==> src/rtl/pif_flash_pkg.sv <==
// -----------------------------------------------------------------------------
// pif_flash_pkg
// Shared definitions for the PIF LED flash decoder:
//   - phase encoding of the 4-phase breathing sequence
//   - FSM state encoding of the phase tracker
//   - default measurement window (26.6 MHz oscillator / 150 Hz tick)
//   - legal_step(): true when a candidate phase holds or advances by one
// -----------------------------------------------------------------------------
package pif_flash_pkg;

  localparam int WIN_LEN_DEF = 26600000 / 150;

  localparam logic [1:0] PH_RED_UP = 2'd0;
  localparam logic [1:0] PH_RED_DN = 2'd1;
  localparam logic [1:0] PH_GRN_UP = 2'd2;
  localparam logic [1:0] PH_GRN_DN = 2'd3;

  typedef enum logic [1:0] {
    S_IDLE   = 2'd0,
    S_TRACK  = 2'd1,
    S_LOCKED = 2'd2
  } state_t;

  // The breathing sequence only ever stays put or moves one phase forward,
  // wrapping from green-down back to red-up.
  function automatic logic legal_step(input logic [1:0] cur, input logic [1:0] cand);
    logic [1:0] nxt;
    nxt = cur + 2'd1;
    return (cand == cur) || (cand == nxt);
  endfunction

endpackage

==> src/rtl/pif_duty_window.sv <==
// -----------------------------------------------------------------------------
// pif_duty_window
// Counts how many clocks each LED was on inside a fixed window of WIN_LEN
// clocks and publishes the totals once per window.
// Ports:
//   Clk, RstN           clock, synchronous active-low reset
//   red_on, green_on    sampled LED state, active-high
//   done                high for the cycle in which tot_r/tot_g hold a full
//                       window (the duty registers load on the next edge)
//   tot_r, tot_g        running accumulators (complete totals while done=1)
//   red_duty, green_duty totals of the last completed window
//   dv                  one-cycle pulse, duty outputs just updated
// -----------------------------------------------------------------------------
module pif_duty_window
  import pif_flash_pkg::*;
#(
  parameter int WIN_LEN = WIN_LEN_DEF,
  parameter int CW      = $clog2(WIN_LEN + 1)
) (
  input  logic          Clk,
  input  logic          RstN,
  input  logic          red_on,
  input  logic          green_on,
  output logic          done,
  output logic [CW-1:0] tot_r,
  output logic [CW-1:0] tot_g,
  output logic [CW-1:0] red_duty,
  output logic [CW-1:0] green_duty,
  output logic          dv
);

  localparam int WCW = (WIN_LEN > 1) ? $clog2(WIN_LEN) : 1;
  localparam logic [WCW-1:0] WC_LAST = WCW'(WIN_LEN - 1);

  logic [WCW-1:0] wc;
  logic           last_q;
  logic [CW-1:0]  acc_r;
  logic [CW-1:0]  acc_g;

  // NOTE: sequential state uses non-blocking assignments so every register
  // samples the pre-edge values of the others, regardless of statement order.
  always_ff @(posedge Clk) begin
    if (!RstN) begin
      wc         <= '0;
      last_q     <= 1'b0;
      acc_r      <= '0;
      acc_g      <= '0;
      red_duty   <= '0;
      green_duty <= '0;
      dv         <= 1'b0;
    end else begin
      wc     <= (wc == WC_LAST) ? '0 : wc + WCW'(1);
      last_q <= (wc == WC_LAST);
      dv     <= last_q;
      if (last_q) begin
        // Accumulators already hold the full window (last sample included);
        // publish them and restart with this cycle's sample so none is lost.
        red_duty   <= acc_r;
        green_duty <= acc_g;
        acc_r      <= CW'(red_on);
        acc_g      <= CW'(green_on);
      end else begin
        acc_r <= acc_r + CW'(red_on);
        acc_g <= acc_g + CW'(green_on);
      end
    end
  end

  assign done  = last_q;
  assign tot_r = acc_r;
  assign tot_g = acc_g;

endmodule

==> src/rtl/pif_flash_decoder.sv <==
// -----------------------------------------------------------------------------
// pif_flash_decoder
// Receive-side monitor for the PIF red/green LED flasher. Measures per-window
// on-time of each LED, recovers the breathing phase (red up, red down,
// green up, green down) and flags both LEDs being on together.
// Ports:
//   Clk, RstN            LED clock, synchronous active-low reset
//   red_n, green_n       LED drives, active-low
//   red_duty, green_duty on-clocks in the last completed window
//   dv                   one-cycle pulse when duties/phase/locked update
//   phase                0 red up, 1 red down, 2 green up, 3 green down
//   locked               phase decode is stable
//   err                  sticky, both LEDs seen on in the same cycle
// Build option:
//   PIF_FLASHDEC_SYNC_EN  adds a 2-flop synchronizer (reset to LED off) on
//                         each LED input; adds 2 cycles of input latency.
// -----------------------------------------------------------------------------
module pif_flash_decoder
  import pif_flash_pkg::*;
#(
  parameter int WIN_LEN  = WIN_LEN_DEF,
  parameter int CW       = $clog2(WIN_LEN + 1),
  parameter int LOCK_CNT = 2
) (
  input  logic          Clk,
  input  logic          RstN,
  input  logic          red_n,
  input  logic          green_n,
  output logic [CW-1:0] red_duty,
  output logic [CW-1:0] green_duty,
  output logic          dv,
  output logic [1:0]    phase,
  output logic          locked,
  output logic          err
);

  localparam int LCW = $clog2(LOCK_CNT + 1);

  logic red_on;
  logic green_on;

`ifdef PIF_FLASHDEC_SYNC_EN
  logic [1:0] red_sync;
  logic [1:0] green_sync;

  always_ff @(posedge Clk) begin
    if (!RstN) begin
      red_sync   <= 2'b11;
      green_sync <= 2'b11;
    end else begin
      red_sync   <= {red_sync[0], red_n};
      green_sync <= {green_sync[0], green_n};
    end
  end

  assign red_on   = ~red_sync[1];
  assign green_on = ~green_sync[1];
`else
  assign red_on   = ~red_n;
  assign green_on = ~green_n;
`endif

  logic          done;
  logic [CW-1:0] tot_r;
  logic [CW-1:0] tot_g;

  pif_duty_window #(
    .WIN_LEN (WIN_LEN),
    .CW      (CW)
  ) u_window (
    .Clk        (Clk),
    .RstN       (RstN),
    .red_on     (red_on),
    .green_on   (green_on),
    .done       (done),
    .tot_r      (tot_r),
    .tot_g      (tot_g),
    .red_duty   (red_duty),
    .green_duty (green_duty),
    .dv         (dv)
  );

  state_t         state;
  logic [CW-1:0]  prev_r;
  logic [CW-1:0]  prev_g;
  logic [LCW-1:0] lock_cnt;

  // Candidate phase from the window that is about to be published.
  logic [1:0]     cand;
  logic           decode;
  logic           legal;
  logic [LCW-1:0] cnt_inc;

  // NOTE: every signal driven here gets a default first, so no path leaves
  // it unassigned and no latch is inferred.
  always_comb begin
    cand   = PH_RED_UP;
    decode = 1'b0;
    if (tot_r > tot_g) begin
      if (tot_r > prev_r) begin
        cand   = PH_RED_UP;
        decode = 1'b1;
      end else if (tot_r < prev_r) begin
        cand   = PH_RED_DN;
        decode = 1'b1;
      end
    end else if (tot_g > tot_r) begin
      if (tot_g > prev_g) begin
        cand   = PH_GRN_UP;
        decode = 1'b1;
      end else if (tot_g < prev_g) begin
        cand   = PH_GRN_DN;
        decode = 1'b1;
      end
    end
  end

  assign legal   = legal_step(phase, cand);
  assign cnt_inc = (lock_cnt == LCW'(LOCK_CNT)) ? lock_cnt : lock_cnt + LCW'(1);

  always_ff @(posedge Clk) begin
    if (!RstN) begin
      state    <= S_IDLE;
      prev_r   <= '0;
      prev_g   <= '0;
      lock_cnt <= '0;
      phase    <= PH_RED_UP;
      locked   <= 1'b0;
      err      <= 1'b0;
    end else begin
      if (red_on && green_on) err <= 1'b1;

      // Acting on 'done' makes phase/locked change on the same edge as dv.
      if (done) begin
        prev_r <= tot_r;
        prev_g <= tot_g;
        case (state)
          S_IDLE: state <= S_TRACK;

          S_TRACK: begin
            if (decode) begin
              phase <= cand;
              if (legal) begin
                lock_cnt <= cnt_inc;
                if (cnt_inc >= LCW'(LOCK_CNT)) begin
                  state  <= S_LOCKED;
                  locked <= 1'b1;
                end
              end else begin
                lock_cnt <= '0;
              end
            end
          end

          S_LOCKED: begin
            if (decode) begin
              phase <= cand;
              if (legal) begin
                lock_cnt <= cnt_inc;
              end else begin
                lock_cnt <= '0;
                locked   <= 1'b0;
                state    <= S_TRACK;
              end
            end
          end

          default: state <= S_IDLE;
        endcase
      end
    end
  end

endmodule

==> config.mk <==
export PLATFORM = sky130hd
export DESIGN_NAME = pif_flash_decoder
export DESIGN_NICKNAME = d
export VERILOG_FILES = /design/src/rtl/pif_flash_pkg.sv /design/src/rtl/pif_duty_window.sv /design/src/rtl/pif_flash_decoder.sv
export SDC_FILE = /design/constraint.sdc
export NUM_CORES = 1
export LEC_CHECK = 0
export BUFFER_PORTS_ARGS = -buffer_cell sky130_fd_sc_hd__buf_4
export CAP_MARGIN = 20
export CORE_MARGIN = 2
export CORE_UTILIZATION = 32
export CTS_CLUSTER_DIAMETER = 200
export CTS_CLUSTER_SIZE = 20
export DETAILED_ROUTE_END_ITERATION = 10
export GPL_ROUTABILITY_DRIVEN = 0
export PLACE_DENSITY_LB_ADDON = 0.1
export SLEW_MARGIN = 20
export SYNTH_ARGS = -nofsm -noshare
export SYNTH_HDL_FRONTEND = slang
export SYNTH_SLANG_ARGS = --single-unit
==> constraint.sdc <==
create_clock -name Clk -period 3.2 [get_ports Clk]
set_clock_uncertainty 0.2 [all_clocks]
set_input_delay 0.32 -clock Clk [delete_from_list [all_inputs] [get_ports Clk]]
set_output_delay 0.32 -clock Clk [all_outputs]
set_load 0.01 [all_outputs]
; After elaboration in Yosys (flattened, before gate mapping)
; Index checks and enable logic that the tools add are counted.
[word_totals]
ff_bits = 100
in_bits = 4
out_inout_bits = 41
elab_cells = 78
[op_classes]
reduce_logical = 10
magnitude_cmp = 7
n_addsub = 5
n_eq_ne = 11
bitwise = 3
mux = 28
[ops]
columns = operator, count
row1 = greater-than comparator 18 bit, 4
row2 = adder 18 x 1 -> 18 bit, 2
row3 = < comparator 18 bit, 2
row4 = two-way mux 2 bit, 11
row5 = adder 18 x 1 -> 18 bit (second input constant), 1
row6 = equality test 18 bit (second input constant), 1
row7 = two-way mux 1 bit, 15
row8 = != test 2 bit (second input constant), 5
row9 = AND reduction 7 bit, 1
row10 = case mux 2 bit (3 select lines), 1
row11 = AND reduction 6 bit, 1
row12 = OR reduction 2 bit, 3
row13 = adder 2 x 1 -> 2 bit (second input constant), 2
row14 = equality test 2 bit, 2
row15 = equality test 2 bit (second input constant), 2
row16 = NOT 1 bit, 3
row17 = AND reduction 3 bit, 1
row18 = equality test 2 x 1 -> 1 bit (second input constant), 1
row19 = >= comparator 2 bit (second input constant), 1
row20 = zero test 2 bit, 1
row21 = case mux 1 bit (2 select lines), 1
row22 = nonzero test 2 bit, 1
row23 = logical AND 1 bit, 1
row24 = logical OR 1 bit, 1

; Longest topological paths before layout
; Gate-level depths: netlist (run 1).
[depth]
word_depth = 10
mapped_depth = 12
ltp_nobuf = 11

; Cells and area by module
; A second synthesis (run 1) with hierarchy kept.
[hier_totals]
hier_cells = 775
hier_area_um2 = 6927.9
[modules_own_cells]
columns = module, area_per_inst_um2, cells_each, seq_area_each_um2, n_inst
row1 = pif_duty_window, 3724.8, 394, 1841.8, 1
row2 = pif_flash_decoder, 3203.1, 381, 880.8, 1

; Worst setup path after synthesis (run 1)
; OpenSTA, ideal clock, no wires.
[synth_path]
path_kind = register to register
from = register u_window.acc_r[3] (netlist: u_window.tot_r[3])
to = register lock_cnt[0]
path_buffers = 1
t_required_ns = 2.930
synth_period_minus_slack_ns = 3.299
arrival_time_ns = 3.029
setup_slack_ns = -0.099
setup_ns = 0.070
path_stages_with_launch = 13
cell_sequence = dfxtp_1 clkbuf_1 inv_1 ha_1 a21oi_1 o21ai_0 a2111oi_0 o21ai_0 o2111ai_1 or3b_4 xor2_2 or3b_1 a21oi_1
[synth_between]
elab_chain_len = 7
word_cells_on_any_way = 17
cone_classes = order compare: 4 / eq/ne: 2 / mux: 9 / reduce/logical: 2
[synth_rtl]
columns = element, line
row1 = "start, declared", pif_duty_window.sv:37  ; logic [CW-1:0] acc_r;
row2 = "start signal, assigned", pif_duty_window.sv:60  ; acc_r <= CW'(red_on);
row3 = "start signal, assigned", pif_duty_window.sv:63  ; acc_r <= acc_r + CW'(red_on);
row4 = < comparator 18 bit, pif_flash_decoder.sv:103  ; end else if (tot_r < prev_r) begin
row5 = two-way mux 1 bit, pif_flash_decoder.sv:103
row6 = two-way mux 1 bit, pif_flash_decoder.sv:100  ; if (tot_r > prev_r) begin
row7 = two-way mux 2 bit, pif_flash_decoder.sv:99  ; if (tot_r > tot_g) begin
row8 = equality test 2 bit, pif_flash_pkg.sv:29  ; return (cand == cur) || (cand == nxt);
row9 = logical OR 1 bit, pif_flash_pkg.sv:29
row10 = two-way mux 2 bit, "pif_flash_decoder.sv:143, pif_flash_decoder.sv:158"
row11 = "end signal, assigned", pif_flash_decoder.sv:144  ; lock_cnt <= cnt_inc;
row12 = "end signal, assigned", pif_flash_decoder.sv:159  ; lock_cnt <= cnt_inc;
row13 = "end, declared", pif_flash_decoder.sv:86  ; logic [LCW-1:0] lock_cnt;
; Several ways; a longest one is shown, not always the timed one.
; A chain may end at the register's enable or synchronous reset.

==> Flow_metrics.wiki, run 1 <==
{| class="wikitable"
! Metric !! Value
|-
| Run status || finished, violations left
|-
| Violated checks || setup timing
|-
| Library cells used by synthesis || 48
|-
| Highest cell delay on the worst timing path || 0.47 ns
|-
| Overall die area || 18430 um2
|-
| Total cell area at the placement stage || between 6000 and 7000 um2
|-
| Static power due to leakage || 3.016 nW
|-
| Master of the slowest instance on the critical path || or3b_4
|-
| Max Clk Rate || 304.6 MHz
|-
| Period minus WS final || 3.283 ns
|-
| Number of clock sinks seen by CTS || 100
|-
| Antenna viol nets, final || 0
|-
| Final count of negative-setup-slack endpoints || 4
|-
| Synth Flop Type || dfxtp_1
|-
| Deepest level of the CTS H-tree || 3
|-
| Final hold violation count || 0
|-
| CTS root buf || clkbuf_16
|-
| Detail-routed net length per standard cell || 14.01 um
|-
| Synth Instances || between 600 and 700
|-
| Post-synthesis sequential element count || 100
|-
| Number of placement rows || 48
|-
| Required time of the worst setup path || roughly 3.2 ns
|-
| FILL cells || 1686
|-
| Starting density of the core || 32.46%
|-
| Hold-critical path depth || 2
|-
| First-pass GRT wire length || 23.26 mm
|-
| Critical-path maximum fanout || 3
|-
| Worst rel slew slack || 37.85%
|-
| Most frequent cells in the layout || buf_4, nor2_1, dfxtp_1
|-
| Total placed cells including tap cells || ~970
|-
| Area growth syn-to-layout || 33.20%
|-
| Cells along the critical path || inv_1, ha_4, nand2b_4, a2111oi_4, a2111oi_4, a2111oi_4, buf_4, a2111oi_4, or3b_4, mux2i_1, or3_1, nor4b_4
|-
| RSZ-0062 raised after global routing || true
|-
| Number of synthesized flops with an enable pin || 0
|-
| Utilization after layout || between 40% and 50%
|-
| Depth of the worst register-to-register path || 12
|-
| Vias in the first global route || 4597
|-
| Netlist Area Pre-Place || around 5600 um2
|-
| Post-synth net total || roughly 720
|-
| Sum of net half-perimeters after detailed placement || between 10 and 15 mm
|-
| Pre-CTS worst setup slack || -0.2042 ns
|-
| Mean area per synthesized cell || around 8.6 um2
|-
| Worst setup EP type || flip-flop
|-
| Maximum number of pins on one net before global-route repair || 46
|-
| Share of flip-flops with an asynchronous set or reset after synthesis || 0%
|-
| Fraction of final layout cells with drive strength greater than 1 || 26.99%
|-
| Clock edge transition at the registers on the reported setup and hold paths || roughly 0.07 ns
|-
| Number of vias per cell || roughly 4.7
|-
| Most frequent cell on the critical path || a2111oi_4
|-
| Number of hold buffers added after CTS || 0
|-
| Maximum clock path buffer count || 2
|-
| Antenna violations before repair || 0
|-
| Residual DRC count || 0
|-
| Classification of the worst-slack hold path || input pin to flip-flop
|-
| Pins Over Slew Limit || 0
|-
| Worst-skew pair later-pin latency || between 0.3 and 0.4 ns
|-
| Ports placed on the boundary || between 40 and 50
|-
| Power dissipated by switching net loads || a little under 0.7 mW
|-
| Power per cell area || roughly 380 nW/um2
|-
| Switching Fraction || a little under a quarter
|-
| Fin worst setup slack || -0.08305 ns
|-
| Total power || ~2.8 mW
|-
| Proportion of power drawn by combinational gates || about a tenth
|-
| Post-route design area || ~7400 um2
|-
| Kind of start point of the critical path || flip-flop
|-
| Number of I/O port buffers || 44
|-
| Wire length after detailed routing || 13.90 mm
|-
| Area inside the core boundary || 17120 um2
|-
| Max rail drop VDD || 0.2286 mV
|-
| Width of the die || 135.8 um
|-
| Most common library cell in the layout ignoring fill and taps || buf_4
|-
| Net count, final || 830
|-
| Post-route insts no fill || 992
|-
| Register cell area after layout || between 2000 and 2500 um2
|-
| Diodes inserted || 0
|-
| Post-synthesis sequential area ratio || about 36%
|-
| Reported max-cap violation count || 0
|-
| First DRT Iteration DRCs || 111
|-
| WP data arrival || between 3 and 4 ns
|-
| P_int || about 2.2 mW
|-
| Total routing resource utilization after global routing || 16.10%
|-
| Sequential share of power || roughly 44%
|-
| Length of the first detailed-routing pass in iterations || 4
|-
| Number of warnings reported in the yosys synthesis log || 0
|-
| Number of buffers created by CTS || 9
|-
| Die H || about 140 um
|-
| Sum of overflow across all layers after global routing || 0
|-
| Combined area of the multi-input logic cells || approximately 3500 um2
|-
| Clock power share || 45.4%
|-
| Critical path class || flip-flop to flip-flop
|-
| Slew of the pin with the lowest slew margin || slightly above 0.9 ns
|-
| TritonCTS clock tree || done
|-
| Ratio of final minimum period to clock period || 102.6%
|-
| Detailed-route via count || between 4000 and 5000
|}
cell families after synthesis:
family	after synthesis	share of synthesized area, %
and+or+nand+nor	235	20.18
DFF	100	36.04
buffers and inverters	93	6.284
AOI/OAI and AO/OA	73	8.987
adders and majority gates	64	14.41
xor gates and xnor gates	44	7.072
muxes	39	7.027
metrics by stage:
step / TNS, ns / hold slack [ns]
detailed placement: -0.7906 / 0.2452
CTS: -0.1333 / 0.08159
global route: -0.8969 / 0.1005
global placement: -0.5744 / 0.2393
floorplan: 0 / 0.2319
finish: -0.2574 / 0.08489
cell type report:
cell class | count | area share, %
multi-input combinational | 455 | 47.62
inverter | 73 | 3.737
tap | 225 | 3.805
timing repair buffer | 123 | 12.68
sequential | 100 | 27.43
clock buffer | 9 | 3.044
clock inverter | 7 | 1.691
Yosys cell counts (all sizes together) (3+ instances only):
cell	n	area share [%]
dfxtp	100	36
nor2	100	6.8
inv	73	4.9
ha	64	14
mux2i	39	7.0
nand2	39	2.6
nand3	29	2.6
a21oi	27	2.4
xor2	26	4.2
nand4	18	2.0
o21ai	18	1.6
xnor2	18	2.8
clkbuf	16	1.1
and3	11	1.2
a211oi	6	0.81
nor3	6	0.54
a2111oi	5	1.7
nand2b	5	0.70
or3	5	0.56
and2	4	0.45
buf	4	0.27
and4	3	0.47
nand4b	3	0.47
nor4b	3	0.47
or3b	3	0.52
registers in the layout, summed over array words and instances (netlist names):
register and cells:
u_window.green_duty 18, u_window.red_duty 18, u_window.tot_g 18, u_window.tot_r 18, u_window.wc 18, lock_cnt 2, phase 2, state 2
err 1, locked 1, u_window.done 1, u_window.dv 1
worst paths after layout:
kind	start	end	slack, ns
hold reg to reg	lock_cnt[1]	lock_cnt[1]	0.25
setup reg to reg	u_window.green_duty[1]	state[0]	-0.08
setup / recovery	u_window.green_duty[1]	state[0]	-0.08
hold / removal	RstN	u_window.dv	0.08
worst max-delay path: cells and delay by family (launching register included):
| kind | cells | cell delay (ns) |
|---|---|---|
| compound gates | 4 | 0.92 |
| fa+ha+maj | 1 | 0.28 |
| buf+inv | 2 | 0.25 |
| flops | 1 | 0.33 |
| mux | 1 | 0.14 |
| simple gates | 4 | 1.02 |
what timing repair did:
item | in CTS | in global routing
setup endpoints to repair | 6 | 7
buffers inserted | 8 | 4
gates resized for setup | 57 | 20
pin swaps | 34 | 12
endpoints found under the hold margin | 0 | 0
power groups by stage:
stage                     combinational (mW)  clock (mW)  sequential, mW
after floorplan                        0.127           0            1.29
after detailed placement               0.209           0            1.29
final                                  0.292        1.29            1.26
after global routing                   0.318        1.38            1.26
after CTS                              0.277        1.34            1.26
after global placement                 0.206           0            1.29
metal layers:
layer / part of all wire, % / vias to the layer above / routed length, um / GRT usage (%)
met2: 46 / 54 / 6445 / 26.52
met3: 3.5 / 14 / 483 / 4.078
met1: 49 / 2123 / 6788 / 21.14
met4: 1.3 / 0 / 178 / 3.819
li1: - / 2443 / - / -
met5: 0 / - / 0 / 0
Note: power is estimated with default switching activity, not from simulation.
==> run 2: changes to the inputs <==
==> constraint.sdc (replaced) <==
create_clock -name Clk -period 3 [get_ports Clk]
set_clock_uncertainty 0.2 [all_clocks]
set_input_delay 0.3 -clock Clk [delete_from_list [all_inputs] [get_ports Clk]]
set_output_delay 0.3 -clock Clk [all_outputs]
set_load 0.01 [all_outputs]
==> run 2 against run 1 <==
Compared with the run above:
- the run still ends with setup timing left
- power grew 1.6%
- worst setup slack got worse by 0.23 ns
- critical endpoint is now lock_cnt[0]
- global-route usage is 0.19 points lower
- largest cell class unchanged
- critical path type unchanged
- die area did not move
==> Flow_metrics.wiki, run 2 (same netlist as run 1, synthesis figures left out) <==
{| class="wikitable"
! Metric !! Value
|-
| TritonCTS clock tree || done
|-
| Area inside the core boundary || 17120 um2 (unchanged)
|-
| Required time of the worst setup path || 3.08 ns (-0.12 ns)
|-
| Most common library cell in the layout ignoring fill and taps || buf_4
|-
| Net count, final || 853 (+2.8%)
|-
| Vias in the first global route || 4646 (+1.1%)
|-
| FILL cells || 1702 (+0.95%)
|-
| Critical-path maximum fanout || 4 (+1)
|-
| Fraction of final layout cells with drive strength greater than 1 || 26.46% (-0.53 points)
|-
| Power per cell area || 390.3 nW/um2 (+1.7%)
|-
| Post-route design area || 7393 um2 (about the same)
|-
| Run status || finished, violations left
|-
| Number of buffers created by CTS || 9 (unchanged)
|-
| Number of I/O port buffers || 44 (unchanged)
|-
| Number of placement rows || 48 (unchanged)
|-
| Worst setup EP type || flip-flop
|-
| Starting density of the core || 32.46% (unchanged)
|-
| Number of hold buffers added after CTS || 0 (unchanged)
|-
| Max Clk Rate || 301.7 MHz (-0.94%)
|-
| Ports placed on the boundary || 45 (unchanged)
|-
| Pins Over Slew Limit || 0 (unchanged)
|-
| Reg-to-reg slack, setup || -0.31 ns (-0.23 ns)
|-
| Residual DRC count || 0 (unchanged)
|-
| Detail-routed net length per standard cell || 13.56 um (-3.2%)
|-
| Antenna viol nets, final || 0 (unchanged)
|-
| Worst rel slew slack || 37.99% (+0.14 points)
|-
| First-pass GRT wire length || 23.02 mm (-1.0%)
|-
| Most frequent cells in the layout || buf_4, nor2_1, dfxtp_1
|-
| Diodes inserted || 0 (unchanged)
|-
| Width of the die || 135.8 um (unchanged)
|-
| CTS root buf || clkbuf_16
|-
| Die H || 135.8 um (unchanged)
|-
| Area growth syn-to-layout || 33.09% (about the same)
|-
| Combined area of the multi-input logic cells || 3398 um2 (-3.6%)
|-
| Sum of overflow across all layers after global routing || 0 (unchanged)
|-
| Final hold violation count || 0 (unchanged)
|-
| Violated checks || setup timing
|-
| Sum of net half-perimeters after detailed placement || 10.30 mm (+2.4%)
|-
| Kind of start point of the critical path || flip-flop
|-
| Critical path class || flip-flop to flip-flop
|-
| Antenna violations before repair || 0 (unchanged)
|-
| Fin worst setup slack || -0.3141 ns (-0.2311 ns)
|-
| Period minus WS final || 3.314 ns (+0.03107 ns)
|-
| Worst-skew pair later-pin latency || 0.36 ns (about the same)
|-
| Clock edge transition at the registers on the reported setup and hold paths || 0.07 ns (about the same)
|-
| Max rail drop VDD || 0.2750 mV (+20%)
|-
| Pre-CTS worst setup slack || -0.3439 ns (-0.1397 ns)
|-
| Maximum number of pins on one net before global-route repair || 46 (unchanged)
|-
| Register cell area after layout || 2017 um2 (-0.62%)
|-
| Final count of negative-setup-slack endpoints || 6 (+2)
|-
| Deepest level of the CTS H-tree || 3 (unchanged)
|-
| Static power due to leakage || 3.084 nW (+2.3%)
|-
| Number of vias per cell || 4.691 (+0.41%)
|-
| Total cell area at the placement stage || 6863 um2 (+3.9%)
|-
| Maximum clock path buffer count || 2 (unchanged)
|-
| Overall die area || 18430 um2 (unchanged)
|-
| Reported max-cap violation count || 0 (unchanged)
|-
| Total power || 2.886 mW (+1.6%)
|-
| Wire length after detailed routing || 13.77 mm (-0.93%)
|-
| Length of the first detailed-routing pass in iterations || 5 (+1)
|-
| Final TNS setup || -1.423 ns (-1.166 ns)
|-
| Number of clock sinks seen by CTS || 100 (unchanged)
|-
| First DRT Iteration DRCs || 120 (+8.1%)
|-
| Detailed-route via count || 4761 (+2.7%)
|-
| Slew of the pin with the lowest slew margin || 0.9289 ns (-0.002037 ns)
|-
| Total routing resource utilization after global routing || 15.90% (-0.19 points)
|-
| RSZ-0062 raised after global routing || true
|-
| WP data arrival || 3.39 ns (+0.11 ns)
|-
| Classification of the worst-slack hold path || input pin to flip-flop
|-
| Ratio of final minimum period to clock period || 110.5% (+7.9 points)
|}
[run 2: cell types whose count changed in the layout (fill, tap and decap cells not counted), moves of 3 or more]
| cell | delta |
|---|---|
| dfxtp_2 | -10 |
| clkinv_4 | -4 |
| a21oi_2 | +4 |
| dfxtp_1 | +10 |
| buf_4 | +26 |
| buf_6 | -3 |
[run 2: critical path: stages, from the launching register on]
cell       delay (ns)
dfxtp_2          0.33
inv_1            0.06
ha_4             0.27
nand2_2          0.06
buf_6            0.12
a2111oi_4        0.36
a2111oi_4        0.10
o211ai_1         0.42
a2111oi_4        0.15
or3b_4           0.47
xor2_4           0.18
or3b_1           0.39
a21oi_2          0.14
[run 2: layout make-up]
cell class	instances	area share, %
repair buffers	146	14.88
well taps	225	3.808
flip-flops and latches	100	27.28
clock inverters	7	1.320
inverters	73	3.706
multi-input cells	455	45.96
clock buffers	9	3.046
[run 2: repair_timing]
action / in CTS / in global routing
pin swaps: 9 / 10
endpoints found under the hold margin: 0 / 0
resized for setup: 25 / 9
endpoints found under the setup margin: 7 / 7
buffers inserted: 5 / 0
[run 2: final timing paths]
kind / start / endpoint / cells after the start
min: RstN / u_window.dv / 2
min reg2reg: err / err / 2
max: u_window.green_duty[5] / lock_cnt[0] / 12
max reg2reg: u_window.green_duty[5] / lock_cnt[0] / 12
[run 2: through the flow]
stage | hold WS, ns | util, % | cells
floorplan | 0.2363 | - | 648
global placement | 0.2441 | 40.10 | 994
detailed placement | 0.2528 | 40.10 | 994
CTS | 0.06028 | 42.93 | 1015
global route | 0.07424 | 43.19 | 1015
finish | 0.07170 | 43.19 | 1015
[run 2: layer usage]
metal | global-route usage (%) | up-vias | part of all wire, %
met5 | 0 | - | 0
met1 | 20.69 | 2209 | 49
li1 | - | 2478 | -
met4 | 5.324 | 0 | 1.5
met2 | 26.26 | 62 | 46
met3 | 3.255 | 12 | 3.2
[run 2: power by group]
group,internal (mW),switching (mW),leakage [nW]
Combinational,0.111,0.132,2.12
Clock,0.736,0.561,0.152
Sequential,1.34,0.00902,0.813
Total,2.18,0.702,3.08
